==> src/rtl/mem_arbiter_if.sv <==
// Bus bundle between the three cache-side requesters, the memory port and
// the mem_arbiter. The slave modport is the arbiter's view; the master
// modport is the view of whatever drives requests and memory replies.
interface mem_arbiter_if;
  logic [1:0]  d_command;
  logic [63:0] d_addr;
  logic [63:0] d_wdata;
  logic [1:0]  i_command;
  logic [63:0] i_addr;
  logic [1:0]  p_command;
  logic [63:0] p_addr;
  logic [3:0]  mem2proc_response;
  logic [63:0] mem2proc_data;
  logic [3:0]  mem2proc_tag;
  logic [1:0]  proc2mem_command;
  logic [63:0] proc2mem_addr;
  logic [63:0] proc2mem_data;
  logic [3:0]  d_response;
  logic [3:0]  i_response;
  logic [3:0]  p_response;
  logic [3:0]  d_tag;
  logic [3:0]  i_tag;
  logic [3:0]  p_tag;
  logic [63:0] rdata;
  logic [4:0]  outstanding;
  logic        tag_err;

  modport slave (
    input  d_command, d_addr, d_wdata, i_command, i_addr, p_command, p_addr,
    input  mem2proc_response, mem2proc_data, mem2proc_tag,
    output proc2mem_command, proc2mem_addr, proc2mem_data,
    output d_response, i_response, p_response, d_tag, i_tag, p_tag,
    output rdata, outstanding, tag_err
  );

  modport master (
    output d_command, d_addr, d_wdata, i_command, i_addr, p_command, p_addr,
    output mem2proc_response, mem2proc_data, mem2proc_tag,
    input  proc2mem_command, proc2mem_addr, proc2mem_data,
    input  d_response, i_response, p_response, d_tag, i_tag, p_tag,
    input  rdata, outstanding, tag_err
  );
endinterface

==> src/rtl/mem_arbiter.sv <==
// Three-way memory arbiter (Dcache, Icache, prefetcher) sharing one memory
// port. Grants are combinational; accepted loads are remembered in a
// 16-entry tag-indexed owner table so completions can be steered back.
// Optional feature: define MEM_ARB_RR_EN for rotating (round-robin)
// priority; otherwise priority is fixed D > I > P.
module mem_arbiter (
  input logic        clock,
  input logic        reset,
  mem_arbiter_if.slave bus
);

  localparam logic [1:0] BUS_NONE  = 2'd0;
  localparam logic [1:0] BUS_LOAD  = 2'd1;
  localparam logic [1:0] BUS_STORE = 2'd2;

  typedef enum logic [1:0] {
    OWN_D = 2'd0,
    OWN_I = 2'd1,
    OWN_P = 2'd2
  } owner_e;

  logic        grant_valid;
  owner_e      grant_owner;
  logic [2:0]  req_vec;

  logic [15:0] entry_valid;
  owner_e      entry_owner [16];

  logic        alloc_en;
  logic        comp_hit;
  logic        comp_miss;
  logic        count_inc;

  // Eligibility vector, indexed by owner code
  always_comb begin
    req_vec = {bus.p_command != BUS_NONE,
               bus.i_command != BUS_NONE,
               bus.d_command != BUS_NONE};
  end

`ifdef MEM_ARB_RR_EN
  owner_e rr_ptr;

  function automatic owner_e next_owner(input owner_e o);
    case (o)
      OWN_D:   return OWN_I;
      OWN_I:   return OWN_P;
      default: return OWN_D;
    endcase
  endfunction

  // Pick the first eligible requester starting from the rotating pointer
  always_comb begin
    owner_e cand;
    grant_valid = 1'b0;
    grant_owner = OWN_D;
    cand        = rr_ptr;
    for (int k = 0; k < 3; k++) begin
      if (!grant_valid && req_vec[cand]) begin
        grant_valid = 1'b1;
        grant_owner = cand;
      end
      cand = next_owner(cand);
    end
  end

  // Advance the pointer past the winner only when memory accepted the grant
  always_ff @(posedge clock) begin
    if (reset) begin
      rr_ptr <= OWN_D;
    end else if (grant_valid && bus.mem2proc_response != 4'd0) begin
      rr_ptr <= next_owner(grant_owner);
    end
  end
`else
  // Fixed priority: D beats I beats P
  always_comb begin
    grant_valid = |req_vec;
    if (req_vec[0])      grant_owner = OWN_D;
    else if (req_vec[1]) grant_owner = OWN_I;
    else                 grant_owner = OWN_P;
  end
`endif

  // Steer the winner onto the memory port and route the accept tag back
  always_comb begin
    bus.proc2mem_command = BUS_NONE;
    bus.proc2mem_addr    = 64'd0;
    bus.proc2mem_data    = 64'd0;
    bus.d_response       = 4'd0;
    bus.i_response       = 4'd0;
    bus.p_response       = 4'd0;
    if (grant_valid) begin
      case (grant_owner)
        OWN_D: begin
          bus.proc2mem_command = bus.d_command;
          bus.proc2mem_addr    = bus.d_addr;
          bus.proc2mem_data    = bus.d_wdata;
          bus.d_response       = bus.mem2proc_response;
        end
        OWN_I: begin
          bus.proc2mem_command = bus.i_command;
          bus.proc2mem_addr    = bus.i_addr;
          bus.i_response       = bus.mem2proc_response;
        end
        default: begin
          bus.proc2mem_command = bus.p_command;
          bus.proc2mem_addr    = bus.p_addr;
          bus.p_response       = bus.mem2proc_response;
        end
      endcase
    end
  end

  // Decode table events for this cycle
  always_comb begin
    alloc_en  = grant_valid && (bus.proc2mem_command == BUS_LOAD) &&
                (bus.mem2proc_response != 4'd0);
    comp_hit  = (bus.mem2proc_tag != 4'd0) && entry_valid[bus.mem2proc_tag];
    comp_miss = (bus.mem2proc_tag != 4'd0) && !entry_valid[bus.mem2proc_tag];
    count_inc = alloc_en &&
                (!entry_valid[bus.mem2proc_response] ||
                 (comp_hit && bus.mem2proc_tag == bus.mem2proc_response));
  end

  // Route a valid completion to its recorded owner; rdata is a plain broadcast
  always_comb begin
    bus.d_tag = 4'd0;
    bus.i_tag = 4'd0;
    bus.p_tag = 4'd0;
    bus.rdata = bus.mem2proc_data;
    if (comp_hit) begin
      case (entry_owner[bus.mem2proc_tag])
        OWN_D:   bus.d_tag = bus.mem2proc_tag;
        OWN_I:   bus.i_tag = bus.mem2proc_tag;
        default: bus.p_tag = bus.mem2proc_tag;
      endcase
    end
  end

  // Valid bits: completion clears first, so a same-tag allocation wins
  always_ff @(posedge clock) begin
    if (reset) begin
      entry_valid <= 16'd0;
    end else begin
      if (comp_hit) entry_valid[bus.mem2proc_tag] <= 1'b0;
      if (alloc_en) entry_valid[bus.mem2proc_response] <= 1'b1;
    end
  end

  // Owner field only matters while valid, so it needs no reset
  always_ff @(posedge clock) begin
    if (alloc_en) entry_owner[bus.mem2proc_response] <= grant_owner;
  end

  // In-flight load count tracks the number of valid table entries
  always_ff @(posedge clock) begin
    if (reset) begin
      bus.outstanding <= 5'd0;
    end else if (count_inc && !comp_hit) begin
      bus.outstanding <= bus.outstanding + 5'd1;
    end else if (comp_hit && !count_inc) begin
      bus.outstanding <= bus.outstanding - 5'd1;
    end
  end

  // Sticky flag for completions that match no recorded load
  always_ff @(posedge clock) begin
    if (reset) begin
      bus.tag_err <= 1'b0;
    end else if (comp_miss) begin
      bus.tag_err <= 1'b1;
    end
  end

endmodule
==> src/flat_wrapper.sv <==
// flat-port wrapper written by rule: the top's interface ports become plain ports
module mem_arbiter_flat 
  (clock, reset, bus_d_command, bus_d_addr, bus_d_wdata, bus_i_command, bus_i_addr, bus_p_command, bus_p_addr, bus_mem2proc_response, bus_mem2proc_data, bus_mem2proc_tag, bus_proc2mem_command, bus_proc2mem_addr, bus_proc2mem_data, bus_d_response, bus_i_response, bus_p_response, bus_d_tag, bus_i_tag, bus_p_tag, bus_rdata, bus_outstanding, bus_tag_err);
  mem_arbiter_if bus_i ();
  input logic clock;
  input logic reset;
  input wire logic [$bits(bus_i.d_command)-1:0] bus_d_command;
  input wire logic [$bits(bus_i.d_addr)-1:0] bus_d_addr;
  input wire logic [$bits(bus_i.d_wdata)-1:0] bus_d_wdata;
  input wire logic [$bits(bus_i.i_command)-1:0] bus_i_command;
  input wire logic [$bits(bus_i.i_addr)-1:0] bus_i_addr;
  input wire logic [$bits(bus_i.p_command)-1:0] bus_p_command;
  input wire logic [$bits(bus_i.p_addr)-1:0] bus_p_addr;
  input wire logic [$bits(bus_i.mem2proc_response)-1:0] bus_mem2proc_response;
  input wire logic [$bits(bus_i.mem2proc_data)-1:0] bus_mem2proc_data;
  input wire logic [$bits(bus_i.mem2proc_tag)-1:0] bus_mem2proc_tag;
  output wire logic [$bits(bus_i.proc2mem_command)-1:0] bus_proc2mem_command;
  output wire logic [$bits(bus_i.proc2mem_addr)-1:0] bus_proc2mem_addr;
  output wire logic [$bits(bus_i.proc2mem_data)-1:0] bus_proc2mem_data;
  output wire logic [$bits(bus_i.d_response)-1:0] bus_d_response;
  output wire logic [$bits(bus_i.i_response)-1:0] bus_i_response;
  output wire logic [$bits(bus_i.p_response)-1:0] bus_p_response;
  output wire logic [$bits(bus_i.d_tag)-1:0] bus_d_tag;
  output wire logic [$bits(bus_i.i_tag)-1:0] bus_i_tag;
  output wire logic [$bits(bus_i.p_tag)-1:0] bus_p_tag;
  output wire logic [$bits(bus_i.rdata)-1:0] bus_rdata;
  output wire logic [$bits(bus_i.outstanding)-1:0] bus_outstanding;
  output wire logic [$bits(bus_i.tag_err)-1:0] bus_tag_err;
  assign bus_i.d_command = bus_d_command;
  assign bus_i.d_addr = bus_d_addr;
  assign bus_i.d_wdata = bus_d_wdata;
  assign bus_i.i_command = bus_i_command;
  assign bus_i.i_addr = bus_i_addr;
  assign bus_i.p_command = bus_p_command;
  assign bus_i.p_addr = bus_p_addr;
  assign bus_i.mem2proc_response = bus_mem2proc_response;
  assign bus_i.mem2proc_data = bus_mem2proc_data;
  assign bus_i.mem2proc_tag = bus_mem2proc_tag;
  assign bus_proc2mem_command = bus_i.proc2mem_command;
  assign bus_proc2mem_addr = bus_i.proc2mem_addr;
  assign bus_proc2mem_data = bus_i.proc2mem_data;
  assign bus_d_response = bus_i.d_response;
  assign bus_i_response = bus_i.i_response;
  assign bus_p_response = bus_i.p_response;
  assign bus_d_tag = bus_i.d_tag;
  assign bus_i_tag = bus_i.i_tag;
  assign bus_p_tag = bus_i.p_tag;
  assign bus_rdata = bus_i.rdata;
  assign bus_outstanding = bus_i.outstanding;
  assign bus_tag_err = bus_i.tag_err;
  mem_arbiter u_core (.clock(clock), .reset(reset), .bus(bus_i));
endmodule
==> config.mk <==
export PLATFORM = sky130hd
export DESIGN_NAME = mem_arbiter_flat
export DESIGN_NICKNAME = d
export VERILOG_FILES = /design/src/rtl/mem_arbiter_if.sv /design/src/rtl/mem_arbiter.sv /design/src/flat_wrapper.sv
export SDC_FILE = /design/constraint.sdc
export NUM_CORES = 1
export LEC_CHECK = 0
export CORE_AREA = 2 2 218 220
export DETAILED_ROUTE_END_ITERATION = 10
export DIE_AREA = 0 0 220 222
export GPL_TIMING_DRIVEN = 0
export PLACE_DENSITY_LB_ADDON = 0.2
export SLEW_MARGIN = 20
export SYNTH_ARGS = -nofsm -noshare
export SYNTH_HDL_FRONTEND = slang
export SYNTH_SLANG_ARGS = --single-unit
==> constraint.sdc <==
create_clock -name clock -period 5.1 [get_ports clock]
set_clock_uncertainty 0.2 [all_clocks]
set_input_delay 0.765 -clock clock [delete_from_list [all_inputs] [get_ports clock]]
set_output_delay 0.765 -clock clock [all_outputs]
set_load 0.1 [all_outputs]
# Yosys cells after proc, flatten, opt, wreduce, memory -nomap -nowiden
# Memories as Yosys holds them, arrays and structs flattened.
# Index checks and enable logic that the tools add are counted.
# word_totals
register_bits	22
mem_count	1
ram_bits	32
in_bits	336
output_inout_bits	224
# memory_table
memory	words	width	rd	rd_clocked_by_memory_dff	write_ports	line	text
u_core.entry_owner	16	2	1	0	1	mem_arbiter.sv:27	owner_e entry_owner [16];
# classes
magnitude_cmp	4
n_eq_ne	4
reduce_logical	26
n_bitwise	3
add_sub_neg	2
muxes	35
# op_table
cell	n
$mux 64	3
$pmux 64 s2	1
$mux 16	3
$mux 4	12
$and 16x16->16	1
$not 16->16	1
$or 16x16->16	1
$logic_and 1x1->1	10
$lt 4x5->1 const B	2
$mux 5	2
$bmux 1 s4	2
$demux 1 s4	2
$ge 4x1->1 const B	2
$reduce_bool 2->1	4
$reduce_bool 4->1	2
$eq 2x1->1 const B	3
$mux 1	6
$mux 2	3
$add 5x1->5 const B	1
$sub 5x1->5 const B	1
$eq 4x4->1	1
$logic_not 1->1	4
$logic_not 2->1	2
$pmux 2 s2	1
other kinds (3)	4

# Longest topological paths before layout
# depth
word_depth	14
mapped_depth	15
mapped_depth_nobuf	13

# Worst setup path before layout
# No wires, ideal clock.
# synth_timing
kind	input -> output
start	input bus_i_command[1]
end	output bus_p_response[2]
arrival_ns	4.421
path_stages	5
path_buffers	3
path_slack_ns	-0.286
required_time_ns	4.135
path_cell_list	or2_2 > clkbuf_1 > buf_2 > clkbuf_1 > nor4_1
# synth_via
elab_chain_len	7
# synth_rtl
item	line	text
start, declared	flat_wrapper.sv:10	input wire logic [$bits(bus_i.i_command)-1:0] bus_i_command;
$reduce_bool 2->1 *	mem_arbiter.sv:37	bus.i_command != BUS_NONE,
$mux 2	mem_arbiter.sv:80	else if (req_vec[1]) grant_owner = OWN_I;
$mux 2	mem_arbiter.sv:79	if (req_vec[0]) grant_owner = OWN_D;
$eq 2x1->1 or $logic_not 2->1 (tied branches)	mem_arbiter.sv:94	case (grant_owner)
$reduce_or 2->1 (no line)	--	
$mux 4	mem_arbiter.sv:94	
$mux 4 *	mem_arbiter.sv:93	if (grant_valid) begin
end, declared	flat_wrapper.sv:22	output wire logic [$bits(bus_i.p_response)-1:0] bus_p_response;
# Every way passes the cells marked *; elsewhere a longest branch is shown, timed or not.

# Worst setup path in the final report
# layout_timing
start	input bus_d_command[1]
end	output bus_p_response[3]
# layout_via
elab_chain_len	6
# layout_rtl
item	line	text
start, declared	flat_wrapper.sv:7	input wire logic [$bits(bus_i.d_command)-1:0] bus_d_command;
$reduce_bool 2->1 *	mem_arbiter.sv:38	bus.d_command != BUS_NONE};
$mux 2	mem_arbiter.sv:79	
$eq 2x1->1 or $logic_not 2->1 (tied branches)	mem_arbiter.sv:94	
$reduce_or 2->1 (no line)	--	
$mux 4	mem_arbiter.sv:94	
$mux 4 *	mem_arbiter.sv:93	
# Marks and branches as above.

==> results.md <==
* Status: complete, no violations
* R2R depth at 11
* Clk_lat worst skew at 0.29 ns
* Hold EP: u_core.bus.tag_err
* Setup Buffers After CTS at 0
* Placed Area at 11,000 um2
* Multi-input logic area at 3210 um2
* Number of global-route vias before repair at 7,444
* Die area at 48,800 um2
* Worst-path clk slew at 0.07 ns
* Peak supply drop at 0.000147 V
* Hold Path Class: flip-flop to flip-flop
* Slew @ Worst Pin at 1.18 ns
* Post-synthesis cell type count at 44
* Area leader, netlist: edfxtp_1
* Most frequent cells in the layout: 361 x clkdlybuf4s50_1, 146 x a21oi_1, 144 x nand2_1
* Final HPWL DP at 38,600 um
* GRT Total Usage at 0.169
* WP data required at 4.14 ns
* Top_reg_cell synth: edfxtp_1
* FF-to-FF setup slack at 1.64 ns
* DRT Pass-1 Iters at 5
* Util after Layout at 0.241
* Ports at 560
* Min-Delay Startpoint: u_core.bus.tag_err
* RSZ-0062 raised after global routing: no
* Worst reg2reg startpoint: u_core.entry_valid[14]
* Synth-to-Final Area Change at 107%
* Iteration-0 DRC count of the detailed router at 419
* Post-route cell area at 11,200 um2
* Register bit total from synthesis at 54
* Vias per Instance at 3.94
* Filler cells at 5,196
* Routed wire length at 43,300 um
* Cells after Synth at 768
* Slew Viols, Final at 0
* CTS root buffer: clkbuf_16
* Setup crit end kind: primary output
* Commonest non-fill, non-tap cell in the layout: clkdlybuf4s50_1
* Initial Util at 0.116
* Layout Cells excl Fill at 1,880
* Total power at 2600 uW
* Post-synth top area share at 0.178
* WL/cell at 23.1 um
* Total CTS buffers at 5
* Largest net degree at the start of global routing at 20
* Initial antenna violation count at 17
* Min Tclk post-route at 4.95 ns
* CP Data Arrival Time at 3.99 ns
* CP Launch Type: input pin
* H-Tree Level Count at 2
* Share of layout cells above drive strength 1 at 0.105
* FF-to-FF End: u_core.bus.outstanding[4]
* Crit path kind: input pin to primary output
* CTS max path bufs at 2
* Post-synthesis sequential area ratio at 0.260
* Dominant cells by area after synthesis: edfxtp_1 18%, a21oi_1 14%, nand2_1 10%
* Hold Worst Slack at 0.267 ns
* Power density over cell area at 233 nW/um2
* Cell Area, Synth at 5380 um2
* Hold-fix buffers, CTS at 0
* DRC viols at 0
* GP Congestion at 0.896
* CTS tree: yes
* Final ANT Viol Nets at 0
* Clock sink count at 54
* Placed cell count at 1,866
* Slew headroom at 0.212
* P_leak at 0.00459 uW
* Nets at 1,604
* Crit Path Max Fanout at 11
* Row Count at 79
* Reg area at 1400 um2
* EDFF count, synth at 32
* Die X at 220 um
* Max-Cap Viols at 0
* Die Y at 222 um
* WHS Path Cells at 2
* Core ar. at 46,300 um2
* Fmax at 202 MHz
* Final setup violation count at 0
* Global-route wire length before repair at 57,900 um
* Period utilisation layout at 0.971
* Fin. Hold Viols at 0
* IO Port Bufs at 490
* Total number of vias at 7,413
* Yosys warns at 0
* Post-synth ARST share at 0
* Remaining Overflow, GRT at 0
* Avg Inst Size Synth at 7.01 um2
synth_stat cells, types with 5 or more instances:
library cell and instances:
or2_2 5, nand2b_1 6, buf_4 65, nand2_1 144, edfxtp_1 32, and3_1 11, nand3_1 6, o21ai_0 19
inv_1 17, and2_1 67, a21oi_1 146, mux4_2 10, mux2i_1 6, nor2_1 91, nor2b_1 6, clkbuf_1 52
mux4_1 6, o22ai_1 5, xor2_1 5, dfxtp_1 22
stage by stage:
stage	setup TNS (ns)	worst slack (ns)
floorplan	-0.572	-0.286
global placement	-73.24	-1.03
detailed placement	-72.77	-1.02
CTS	0	0.0107
global route	0	0.00111
finish	0	0.150
power by group:
part	switching (uW)	total [uW]	internal (uW)
clock	155	337	182
combinational	1280	1770	490
sequential	15.2	494	479
worst max-delay path, cell delays in order:
cell and delay (ns):
clkdlybuf4s50_1 0.62, or2_2 0.54, clkbuf_1 0.43, nor4_1 0.41
clkdlybuf4s50_1 1.20
state kept, by name (all words and copies together) (netlist names):
signal                  count
u_core.entry_owner         32
u_core.entry_valid         16
u_core.bus.outstanding      5
u_core.bus.tag_err          1
metal layers:
| layer | global-route usage | vias up | part of all wire |
|---|---|---|---|
| met5 | 0 | - | 0.0022 |
| met4 | 0.0665 | 14 | 0.041 |
| met3 | 0.0460 | 68 | 0.073 |
| met2 | 0.290 | 325 | 0.49 |
| met1 | 0.198 | 3487 | 0.39 |
| li1 | - | 3519 | - |
how the worst max path moves through the flow:
| stage | startpoint | to | slack (ns) | cells after the start |
|---|---|---|---|---|
| floorplan | bus_i_command[1] | bus_p_response[2] | -0.29 | 5 |
| global placement | bus_d_command[1] | bus_proc2mem_addr[31] | -1.03 | 8 |
| detailed placement | bus_d_command[1] | bus_proc2mem_addr[31] | -1.02 | 8 |
| CTS | bus_mem2proc_tag[0] | bus_d_tag[2] | 0.01 | 8 |
| global route | bus_i_command[0] | bus_proc2mem_addr[33] | 0.001 | 9 |
| finish | bus_d_command[1] | bus_p_response[3] | 0.15 | 5 |
timing repair:
item	CTS	global route
hold endpoints to repair	0	0
setup endpoints to repair	124	12
pin swaps	0	0
resized for setup	193	9
layout make-up:
| cell class | instances | area share |
|---|---|---|
| clock inverter | 3 | 0.00179 |
| multi-input combinational | 574 | 0.287 |
| sequential | 54 | 0.125 |
| antenna | 9 | 0.00202 |
| clock buffer | 5 | 0.0112 |
| tap | 607 | 0.0680 |
| timing repair buffer | 490 | 0.435 |
| buffer | 121 | 0.0636 |
| inverter | 17 | 0.00571 |
cells by family after synthesis:
kind of cell | share of synthesized area
AO/OA/AOI/OAI | 0.186
XOR/XNOR | 0.0130
adder cells (fa/ha/maj) | 0.0130
buffers and inverters | 0.145
flip-flops | 0.260
multiplexers | 0.0885
other | 0.000697
AND/OR/NAND/NOR | 0.293
No activity file was read; power rests on OpenSTA's default activity.
==> RTL edit, RTL diff (same flow settings) <==
The option `MEM_ARB_RR_EN` is turned on by a define.
--- a/src/rtl/mem_arbiter.sv
+++ b/src/rtl/mem_arbiter.sv
@@ -5,2 +5,4 @@
 // priority; otherwise priority is fixed D > I > P.
+`define MEM_ARB_RR_EN
+
 module mem_arbiter (
Check against the original RTL: not equivalent (a bounded check fails within 4 cycles, from zero or initial values and one cycle with reset high).
==> RTL edit against the original RTL <==
  * Clock power up 8.9%
  * Wire length decreased by 14%
  * Setup slack gained 1.8 ps
  * Global-route usage fell by 2.5 points
  * Die area unchanged
  * Maximum frequency hardly changed
  * Count of clock-buffer cells in the layout grew 3
  * Power is 54% higher
  * Critical path depth grew 3
  * Area after synthesis increased by 0.28%
  * Highest routed layer unchanged
  * Sequential cell count rose by 2
  * Design area increased by 1.1%
  * Sequential power up 7.7%
==> RTL edit: results <==
set metrics [dict create \
    holdCritStartpoint "u_core.entry_valid[0]$_SDFF_PP0_" \
    relSlewSlack_pct 24.6 \
    place_congestion 0.879 \
    clk_path_buf_depth 2 \
    synthFlopType "edfxtp_1" \
    yosysWarnings 0 \
    ctsRootBufferMaster "clkbuf_16" \
    synth_cells 669 \
    grt_pass1_vias 7223 \
    synth_area_leaders "edfxtp_1, buf_4, a22oi_1, and2_1, dfxtp_1" \
    path_max_fanout 10 \
    vias_per_cell 3.95 \
    pre_cts_slack_ps -860 \
    fin_nets 1513 \
    clk_pin_slew_worst_paths_ps 70 \
    critPathArrivalTime_ps 3980 \
    r2r_end "u_core.bus.outstanding[4]$_SDFFE_PP0P_" \
    dpl_cell_area_um2 11100 \
    clkLatencyLatePin_ps 300 \
    grt_max_degree 26 \
    worst_path_dominant_cell_family "buffers and inverters" \
    cts_buffers 5 \
    synth.distinct_cells 58 \
    routed_wl_mm 37.1 \
    drv_cap 0 \
    dp.cells 1770 \
    synth-seq-area-share_pct 26.7 \
    outcome "finished clean" \
    hpwl_mm 32.2 \
    p_leak_nw 4.33 \
    min_path_type "reg -> reg" \
    fill_cells 5175 \
    wire_per_inst_um 20.8 \
    synthTopCellsByCount "nand2_1, and2_1, a21oi_1" \
    cpMaxStageDelayCell "clkdlybuf4s15_1" \
    max_stage_delay_ps 970 \
    grt_pass1_wl_mm 51.1 \
    reg.largest.list "u_core.entry_owner: 32 flops, u_core.entry_valid: 16 flops, u_core.bus.outstanding: 5 flops" \
    grtUsageTotal_pct 14.4 \
    r2r_cells 15 \
    antenna_found_initial 10 \
    synth_edf_count 32 \
    initialDrtViolationCount 403 \
    io_buffers 493 \
    critPathCapture "bus_proc2mem_addr[2]" \
    setup.worst_path.start "bus_d_command[1]" \
    cts_max_level 2 \
    drive_above_1_share_pct 18.9 \
    r2r_slack_ps 1100 \
    synthArstFlopShare_pct 0 \
    drt_first_pass_iters 5 \
    r2r-start "u_core.rr_ptr[0]$_SDFFE_PP0P_" \
    ir_drop_mv 0.244 \
]
RTL edit: cell type report:
type / count / area share [%]
antenna: 5 / 0.111
tap: 607 / 6.73
sequential: 56 / 12.8
clock buffer: 8 / 1.39
timing repair buffer: 495 / 43.8
inverter: 8 / 0.266
buffer: 127 / 6.84
multi-input combinational: 479 / 28.2
RTL edit: metal layers:
metal	vias up	track usage (%)	wire length (µm)
met5	-	0	12
met4	2	4.37	918
met3	28	5.03	3370
met2	330	25.3	18900
met1	3300	16.1	13900
li1	3391	-	-
RTL edit: how the worst min path moves through the flow:
stage                                             endpoint  depth (start not counted)  slack (ps)
after floorplan           u_core.entry_valid[0]$_SDFF_PP0_                          1         250
after global placement    u_core.entry_valid[0]$_SDFF_PP0_                          1         280
after detailed placement  u_core.entry_valid[0]$_SDFF_PP0_                          1         270
after CTS                 u_core.entry_valid[0]$_SDFF_PP0_                          1         290
after global routing      u_core.entry_valid[0]$_SDFF_PP0_                          1         300
final                     u_core.entry_valid[0]$_SDFF_PP0_                          1         290
RTL edit: power breakdown:
group | internal, mW | switching (mW)
sequential | 0.511 | 0.0211
combinational | 0.752 | 2.35
clock | 0.210 | 0.157
RTL edit: what timing repair did:
item	4_1_cts	5_1_grt
pin swaps	1	0
buffers inserted	2	0
setup endpoints to repair	146	39
gates resized for setup	315	38
gates cloned	0	0
hold buffers	0	0
RTL edit: through the flow:
step | util [%] | hold WS (ps)
5_1_grt | 24.4 | 302
6_report | 24.4 | 287
3_3_place_gp | 24.0 | 278
2_1_floorplan | - | 248
4_1_cts | 24.4 | 286
3_5_place_dp | 23.9 | 274
RTL edit: kinds of logic after synthesis:
kind of cell / synth area share (%)
fa+ha+maj: 1.30
xor+xnor: 1.30
compound gates: 24.8
flops: 26.7
other cells: 0.0695
buf+inv: 14.7
mux: 7.39
simple gates: 23.7
